<file path="src/rtl/seq_pkg.sv">
// Shared definitions for the micro-sequencer: default widths and the one-hot
// FSM state encoding used by the top module.
package seq_pkg;

    localparam int ADDR_W_DEF = 4;
    localparam int OP_W_DEF   = 4;
    localparam int CNT_W_DEF  = 4;

    // One-hot so each phase strobe is a single state bit.
    typedef enum logic [4:0] {
        S_IDLE   = 5'b00001,
        S_FETCH  = 5'b00010,
        S_DECODE = 5'b00100,
        S_EXEC   = 5'b01000,
        S_DONE   = 5'b10000
    } state_t;

    // True for the three instruction phases.
    function automatic logic state_is_busy(input state_t s);
        return (s == S_FETCH) || (s == S_DECODE) || (s == S_EXEC);
    endfunction

endpackage

</file>
<file path="src/rtl/prog_mem.sv">
// Program memory: 2**ADDR_W x OP_W register file, synchronous write,
// combinational read, synchronous clear on reset.
module prog_mem #(
    parameter int ADDR_W = 4,
    parameter int OP_W   = 4
) (
    input  logic              clk,
    input  logic              reset,
    input  logic              we,
    input  logic [ADDR_W-1:0] waddr,
    input  logic [OP_W-1:0]   wdata,
    input  logic [ADDR_W-1:0] raddr,
    output logic [OP_W-1:0]   rdata
);

    localparam int DEPTH = 2 ** ADDR_W;

    logic [DEPTH-1:0][OP_W-1:0] mem_q;
    logic [DEPTH-1:0][OP_W-1:0] mem_d;

    // Next memory image: a single word replaced when the write strobe is up.
    always_comb begin
        mem_d = mem_q;
        if (we) begin
            mem_d[waddr] = wdata;
        end
    end

    // Storage; reset wipes every word so a program must be reloaded.
    always_ff @(posedge clk) begin
        if (reset) begin
            mem_q <= '0;
        end else begin
            mem_q <= mem_d;
        end
    end

    assign rdata = mem_q[raddr];

endmodule

</file>
<file path="src/rtl/micro_sequencer.sv">
// Micro-sequencer feeding the control decoder: fetches 4-bit opcodes from a
// loadable program memory, sequences FETCH/DECODE/EXEC phases, and supports a
// single hardware loop with a repeat counter.
module micro_sequencer
    import seq_pkg::*;
#(
    parameter int ADDR_W = ADDR_W_DEF,
    parameter int OP_W   = OP_W_DEF,
    parameter int CNT_W  = CNT_W_DEF
) (
    input  logic              clk,
    input  logic              reset,
    input  logic              prog_we,
    input  logic [ADDR_W-1:0] prog_addr,
    input  logic [OP_W-1:0]   prog_data,
    input  logic [ADDR_W-1:0] prog_last,
    input  logic [ADDR_W-1:0] loop_start,
    input  logic [ADDR_W-1:0] loop_end,
    input  logic [CNT_W-1:0]  loop_count,
    input  logic              start,
    output logic [OP_W-1:0]   opcode,
    output logic              T0,
    output logic              T1,
    output logic              T2,
    output logic [ADDR_W-1:0] pc,
    output logic              busy,
    output logic              done
);

    state_t            state_q, state_d;
    logic [ADDR_W-1:0] pc_q, pc_d;
    logic [OP_W-1:0]   ir_q, ir_d;
    logic [CNT_W-1:0]  iter_q, iter_d;
    logic [ADDR_W-1:0] last_q, last_d;
    logic [ADDR_W-1:0] lstart_q, lstart_d;
    logic [ADDR_W-1:0] lend_q, lend_d;

    logic              mem_we;
    logic [OP_W-1:0]   mem_rdata;

    // Writes are only accepted while parked in IDLE; a write coinciding with
    // start lands on the same edge, so FETCH already sees it.
    assign mem_we = prog_we && (state_q == S_IDLE);

    prog_mem #(
        .ADDR_W (ADDR_W),
        .OP_W   (OP_W)
    ) u_prog_mem (
        .clk   (clk),
        .reset (reset),
        .we    (mem_we),
        .waddr (prog_addr),
        .wdata (prog_data),
        .raddr (pc_q),
        .rdata (mem_rdata)
    );

    // Next-state and datapath update for the sequencer FSM.
    always_comb begin
        state_d  = state_q;
        pc_d     = pc_q;
        ir_d     = ir_q;
        iter_d   = iter_q;
        last_d   = last_q;
        lstart_d = lstart_q;
        lend_d   = lend_q;

        case (state_q)
            S_IDLE: begin
                if (start) begin
                    last_d   = prog_last;
                    lstart_d = loop_start;
                    lend_d   = loop_end;
                    iter_d   = loop_count;
                    pc_d     = '0;
                    state_d  = S_FETCH;
                end
            end
            S_FETCH: begin
                ir_d    = mem_rdata;
                state_d = S_DECODE;
            end
            S_DECODE: begin
                state_d = S_EXEC;
            end
            S_EXEC: begin
                // Loop-back outranks program end, so a loop ending on the last
                // instruction still runs all its passes.
                if ((pc_q == lend_q) && (iter_q != '0)) begin
                    pc_d    = lstart_q;
                    iter_d  = iter_q - CNT_W'(1);
                    state_d = S_FETCH;
                end else if (pc_q == last_q) begin
                    state_d = S_DONE;
                end else begin
                    pc_d    = pc_q + ADDR_W'(1);
                    state_d = S_FETCH;
                end
            end
            S_DONE: begin
                state_d = S_IDLE;
            end
            default: begin
                state_d = S_IDLE;
            end
        endcase
    end

    // State, program counter, instruction register and latched run settings.
    always_ff @(posedge clk) begin
        if (reset) begin
            state_q  <= S_IDLE;
            pc_q     <= '0;
            ir_q     <= '0;
            iter_q   <= '0;
            last_q   <= '0;
            lstart_q <= '0;
            lend_q   <= '0;
        end else begin
            state_q  <= state_d;
            pc_q     <= pc_d;
            ir_q     <= ir_d;
            iter_q   <= iter_d;
            last_q   <= last_d;
            lstart_q <= lstart_d;
            lend_q   <= lend_d;
        end
    end

    assign opcode = ir_q;
    assign pc     = pc_q;
    assign T0     = (state_q == S_FETCH);
    assign T1     = (state_q == S_DECODE);
    assign T2     = (state_q == S_EXEC);
    assign busy   = state_is_busy(state_q);
    assign done   = (state_q == S_DONE);

endmodule

</file>
<file path="config.mk">
export PLATFORM = sky130hd
export DESIGN_NAME = micro_sequencer
export DESIGN_NICKNAME = d
export VERILOG_FILES = /design/src/rtl/seq_pkg.sv /design/src/rtl/prog_mem.sv /design/src/rtl/micro_sequencer.sv
export SDC_FILE = /design/constraint.sdc
export NUM_CORES = 1
export LEC_CHECK = 0
export ABC_AREA = 1
export CAP_MARGIN = 5
export CORE_UTILIZATION = 30
export DETAILED_ROUTE_END_ITERATION = 8
export SYNTH_ARGS = -nofsm -noshare
export SYNTH_HDL_FRONTEND = slang
export SYNTH_SLANG_ARGS = --single-unit
</file>
<file path="constraint.sdc">
create_clock -name clk -period 2.1 [get_ports clk]
set_clock_uncertainty 0.2 [all_clocks]
set_input_delay 0.42 -clock clk [delete_from_list [all_inputs] [get_ports clk]]
set_output_delay 0.42 -clock clk [all_outputs]
set_load 0.03 [all_outputs]
</file>
* After elaboration in Yosys (flattened, before gate mapping)
Cells that the tools add are included.
** Operators by class
- Add/subtract/negate cells :: 2
- Order comparisons :: 3
- Equality and inequality tests :: 10
- Muxes and demuxes :: 16
- Reduce and logical (&&, ||, !) cells :: 10
** Operator list (number)
- $bwmux W64 :: 1
- $mux W4 :: 7
- $pmux W5 S4 :: 1
- $bmux W4 S4 :: 1
- $demux W4 S4 :: 1
- $pmux W4 S2 :: 2
- $mux W5 :: 3
- $lt A4 B5 Y1 const B :: 2
- $eq A4 B4 Y1 :: 2
- $reduce_and A3 Y1 :: 2
- $eq A5 B1 Y1 const B :: 1
- $eq A5 B2 Y1 const B :: 1
- $eq A5 B3 Y1 const B :: 1
- $eq A5 B4 Y1 const B :: 1
- $eq A5 B5 Y1 const B :: 1
- $add A4 B1 Y4 const B :: 1
- $ge A4 B1 Y1 const B :: 1
- $reduce_bool A4 Y1 :: 1
- $sub A4 B1 Y4 const B :: 1
- $logic_and A1 B1 Y1 :: 3
- $ne A3 B3 Y1 const B :: 1
- $logic_or A1 B1 Y1 :: 2
- $ne A2 B1 Y1 const B :: 1
- $ne A2 B2 Y1 const B :: 1
- 2 further kinds :: 2
** Storage, ports and cells
- Register bits after elaboration :: 93
- Bits of input ports :: 28
- Output and inout bits :: 13
- Word-level logic and storage cells :: 64

* Longest topological paths before layout
- Word-level depth :: 5
- Mapped depth :: 12
- Depth with buffers taken out :: 11

* Cells and area by module
From an unflattened synthesis, not the netlist that was laid out.
** Second synthesis, totals
- Cells, all modules :: 721
- Area total of the unflattened synthesis :: 4636.9 µm²
** Modules (own cells, without submodules)
- prog_mem :: times used 1, cells an instance 506, area an instance 3163.0 µm², sequential area each 1281.2 µm²
- micro_sequencer :: times used 1, cells an instance 215, area an instance 1473.9 µm², sequential area each 580.6 µm²

* Least setup slack after synthesis
OpenSTA, ideal clock, no wires.
- Kind :: register to output
- From :: register state_q[1]
- To :: output busy
- Arrival :: 1961 ps
- Data required time :: 1480 ps
- Slack :: -481 ps
- Stages on the path, launching flop included :: 6
- Path buffers :: 0
- Cell sequence :: dfxtp_1 -> nor2_1 -> inv_1 -> nor4_1 -> nor2_1 -> nand2_1
** Between the ends
- Longest elaborated chain between the ends :: 3
- Elaborated cells between the ends (all ways) :: 5
- Classes of those cells :: 3 x eq/ne; 2 x reduce/logical
** Ends and longest elaborated chain
- from (decl) :: RTL line micro_sequencer.sv:30 : state_t state_q, state_d;
- from (signal assigned) :: RTL line micro_sequencer.sv:120 : state_q <= state_d;
- $eq A5 B3 Y1
- net T1 :: RTL line micro_sequencer.sv:23 : output logic T1,
- $logic_or A1 B1 Y1 (2 in a row) :: RTL line seq_pkg.sv:20 : return (s == S_FETCH) || (s == S_DECODE) || (s == S_EXEC);
- to (decl) :: RTL line micro_sequencer.sv:26 : output logic busy,
The timed path passes the listed nets, and every way through them passes these cells.

* Worst setup path in the final report
- From :: register state_q[1]
- To :: output busy
** Between the ends
- Longest elaborated chain between the ends :: 3
- Elaborated cells between the ends (all ways) :: 5
- Classes of those cells :: 3 x eq/ne; 2 x reduce/logical
** Ends and longest elaborated chain (RTL line)
- $eq A5 B2 Y1 or $eq A5 B3 Y1 (tied branches) :: seq_pkg.sv:20
- $logic_or A1 B1 Y1 :: seq_pkg.sv:20
- $logic_or A1 B1 Y1 * :: seq_pkg.sv:20
Every way passes the cells marked *; elsewhere a longest branch is shown, timed or not.

==> metrics.md <==
| Metric | Value |
|---|---|
| Core area | `14100 µm²` |
| ANT cells | `0` |
| IO buf count | `40` |
| Met2 WL | `5608 µm` |
| Min cycle time layout | `2.106 ns` |
| CP max stage delay | `0.35 ns` |
| Worst hold slack | `0.2666 ns` |
| Post-synthesis mux area share | `0%` |
| CTS tree | `yes` |
| RSZ-0062 raised after global routing | `true` |
| Crit path kind | `register to output pin` |
| Die Span Y | `123.1 µm` |
| DR WL/cell | `14.46 µm` |
| Filler cells | `1450` |
| P_leak | `0.002351 µW` |
| Levels on crit path | `6` |
| GRT Total Usage | `16.78%` |
| Endpoints failing setup | `1` |
| Class of the worst hold path | `register to register` |
| Layout cells sized above 1 | `13.95%` |
| Io pins | `41` |
| Cell Chain, Critical Path | `nor2_4 > inv_2 > nor4_4 > nor2_2 > nand2_1 > buf_6` |
| PwrDens | `980.5 nW/µm²` |
| Register area share after synthesis | `42.31%` |
| WL final | `11930 µm` |
| DP Worst Slack | `-0.09592 ns` |
| Area of the multi-input gates | `2302 µm²` |
| Grt total ovfl | `0` |
| Initial antenna violation count | `0` |
| Seq. cell area | `1868 µm²` |
| Crit path required time | `1.48 ns` |
| Post-route ant nets | `0` |
| First-pass GRT wire length | `19480 µm` |
| Max FO, Critical Path | `3` |
| Max-cap violation count | `0` |
| Clock transition at path regs | `0.06 ns` |
| Synth warnings | `0` |
| Cell area after synthesis | `4400 µm²` |
| Final net count | `675` |
| Internal reg-to-reg setup slack | `0.12 ns` |
| Slew Limit Headroom | `68.35%` |
| CTS root buffer | `clkbuf_16` |
| Final number of hold-violating endpoints | `0` |
| Crit Reg-Reg Startpoint | `state_q[1]` |
| Post-synthesis compound-gate area fraction | `23.32%` |
| Vias in the first global route | `3967` |
| H-Tree Depth | `3` |
| Slew of the pin with the lowest slew margin | `0.4742 ns` |
| Top Layer Used | `met4` |
| Worst setup margin | `-0.006394 ns` |
| Clock buffer depth | `2` |
| Clock sink count | `93` |
| Worst path slowest cell | `dfxtp_4` |
| Avg Cell Area, Syn | `7.408 µm²` |
| Post-Synth Simple-Gate Area | `26.07%` |
| Post-Synth Adder-Cell Area | `0.5687%` |
| Main combinational cell family by area after synthesis | `simple AND/OR/NAND/NOR gates` |
| Initial DRC count | `287` |
| Reg2Reg Capture Point | `u_prog_mem.mem_q[61]` |
| Final period util | `100.3%` |
| Crit-path leading delay family | `simple AND/OR/NAND/NOR gates` |
| Area delta synth->final | `23.74%` |
| Synth Register Bits | `93` |
| Syn_nets | `624` |
| Via count | `4122` |
| Crit path buffers/inverters | `2` |
| Routability cong. | `0.7926` |
| Die area | `15160 µm²` |
| Drt pass-1 iters | `4` |
| Status | `complete, but fails checks` |
| Reg2Reg Depth | `7` |
| CP Data Arrival Time | `1.49 ns` |
| CP Launch Type | `register` |
| Post-synth cell types | `28` |
| CTS buffer count | `9` |
| Vias/cell | `4.996` |
| Cts hold-fix bufs | `0` |
| Initial Utilization | `31.22%` |
| Met1 wire length | `5442 µm` |
| Pin count of the biggest net entering global routing | `74` |
| Die Width | `123.1 µm` |
| Violated checks | `setup timing` |
| Xor and xnor area share after synthesis | `1.592%` |
| Post-Syn Instances | `594` |
| Worst Setup End Kind | `output pin` |
| CP endpoint | `busy` |
| Skew-Pair Late Insertion Delay | `0.34 ns` |
| Max-slew violations | `0` |
| Fmax | `0.4747 GHz` |
| Worst Setup SP | `state_q[1]` |
| DR DRC count | `0` |
| Peak VDD IR | `505.6 µV` |
| Site Rows | `43` |
| Met3 wire len | `628 µm` |
| Final HPWL from detailed placement | `8296 µm` |
routing by layer:
layer	up-vias	track usage, %
met3	16	3.552
met1	1901	21.30
li1	2091	-
met4	0	5.798
met5	-	0
met2	114	28.13
how the worst min path moves through the flow:
stage               depth (start not counted)  slack (ns)        start          end
floorplan                                   2        0.24  lstart_q[0]  lstart_q[0]
global placement                            2        0.26  lstart_q[2]  lstart_q[2]
detailed placement                          2        0.26  lstart_q[3]  lstart_q[3]
CTS                                         2        0.27  lstart_q[2]  lstart_q[2]
global route                                2        0.30  lstart_q[3]  lstart_q[3]
finish                                      2        0.27  lstart_q[2]  lstart_q[2]
layout make-up:
cell class                      count  share of cell area (%)
Clock buffer                       11                   4.458
Inverter                           36                   2.482
Sequential cell                    93                   34.31
Timing Repair Buffer               70                   12.34
Multi-Input combinational cell    435                   42.28
Tap cell                          180                   4.136
cells in the mapped netlist, drive strengths merged:
cell type | number | area share, %
nor4 | 2 | 0.28
dfxtp | 93 | 42
nand4 | 2 | 0.43
clkbuf | 18 | 1.5
nand3 | 30 | 3.7
o211ai | 12 | 2.0
inv | 36 | 3.1
a21oi | 78 | 9.1
ha | 2 | 0.57
nand2 | 70 | 7.2
xor2 | 2 | 0.40
buf | 12 | 1.5
or2 | 1 | 0.14
nor2 | 124 | 14
xnor2 | 6 | 1.2
o21ai | 106 | 12
through the flow:
step	utilization, %	TNS (ns)	cell area (µm²)	power, µW	instances
after floorplan	-	0	4415	3292	594
final	38.63	-0.006394	5445	5339	825
after global placement	36.45	-0.8870	5139	3881	809
after detailed placement	36.45	-1.362	5139	3912	809
after global routing	38.63	-0.09204	5445	5683	825
after CTS	38.18	-0.007860	5381	5336	820
cell families after synthesis:
| logic type | Yosys count |
|---|---|
| and+or+nand+nor | 229 |
| xor gates and xnor gates | 8 |
| adders and majority gates | 2 |
| DFF | 93 |
| AOI/OAI and AO/OA | 196 |
| buffers and inverters | 66 |
timing repair:
action,in CTS,in global routing
pin swaps,1,3
setup endpoints to repair,4,3
buffers inserted,0,5
cloned,0,0
gates resized for setup,3,10
cell usage in the layout, fill, tap and decap left out, types with 2 or more instances in the layout:
cell,count
xor2_1,2
dfxtp_2,2
buf_4,31
nor2_1,105
o21ai_0,86
nand2_2,2
nor2_2,9
inv_1,27
inv_2,9
clkdlybuf4s50_1,31
o21ai_1,19
nand2_1,64
clkbuf_16,9
nand2_4,2
nand2_8,2
buf_12,5
dlygate4sd2_1,2
o211ai_1,12
xnor2_1,6
ha_1,2
a21oi_1,77
nand3_1,29
nor2_8,9
dfxtp_1,90
worst reg2reg max path, stage by stage (launching register included):
cell,delay (ns)
dfxtp_4,0.35
buf_4,0.14
nor2_2,0.14
nand3_4,0.13
nor2_8,0.20
nand3_1,0.27
nor2_1,0.32
a21oi_1,0.11
report_power, final:
group          switching (µW)  internal [µW]
clock network             621            801
registers                 116           1910
logic                    1190            705
total                    1930           3410
flip-flops by register name, indices dropped and copies added, names as in the netlist:
register,flops
u_prog_mem.mem_q,64
lstart_q,4
iter_q,4
lend_q,4
opcode,4
pc,4
last_q,4
state_q,5
Note: power is estimated with default switching activity, not from simulation.
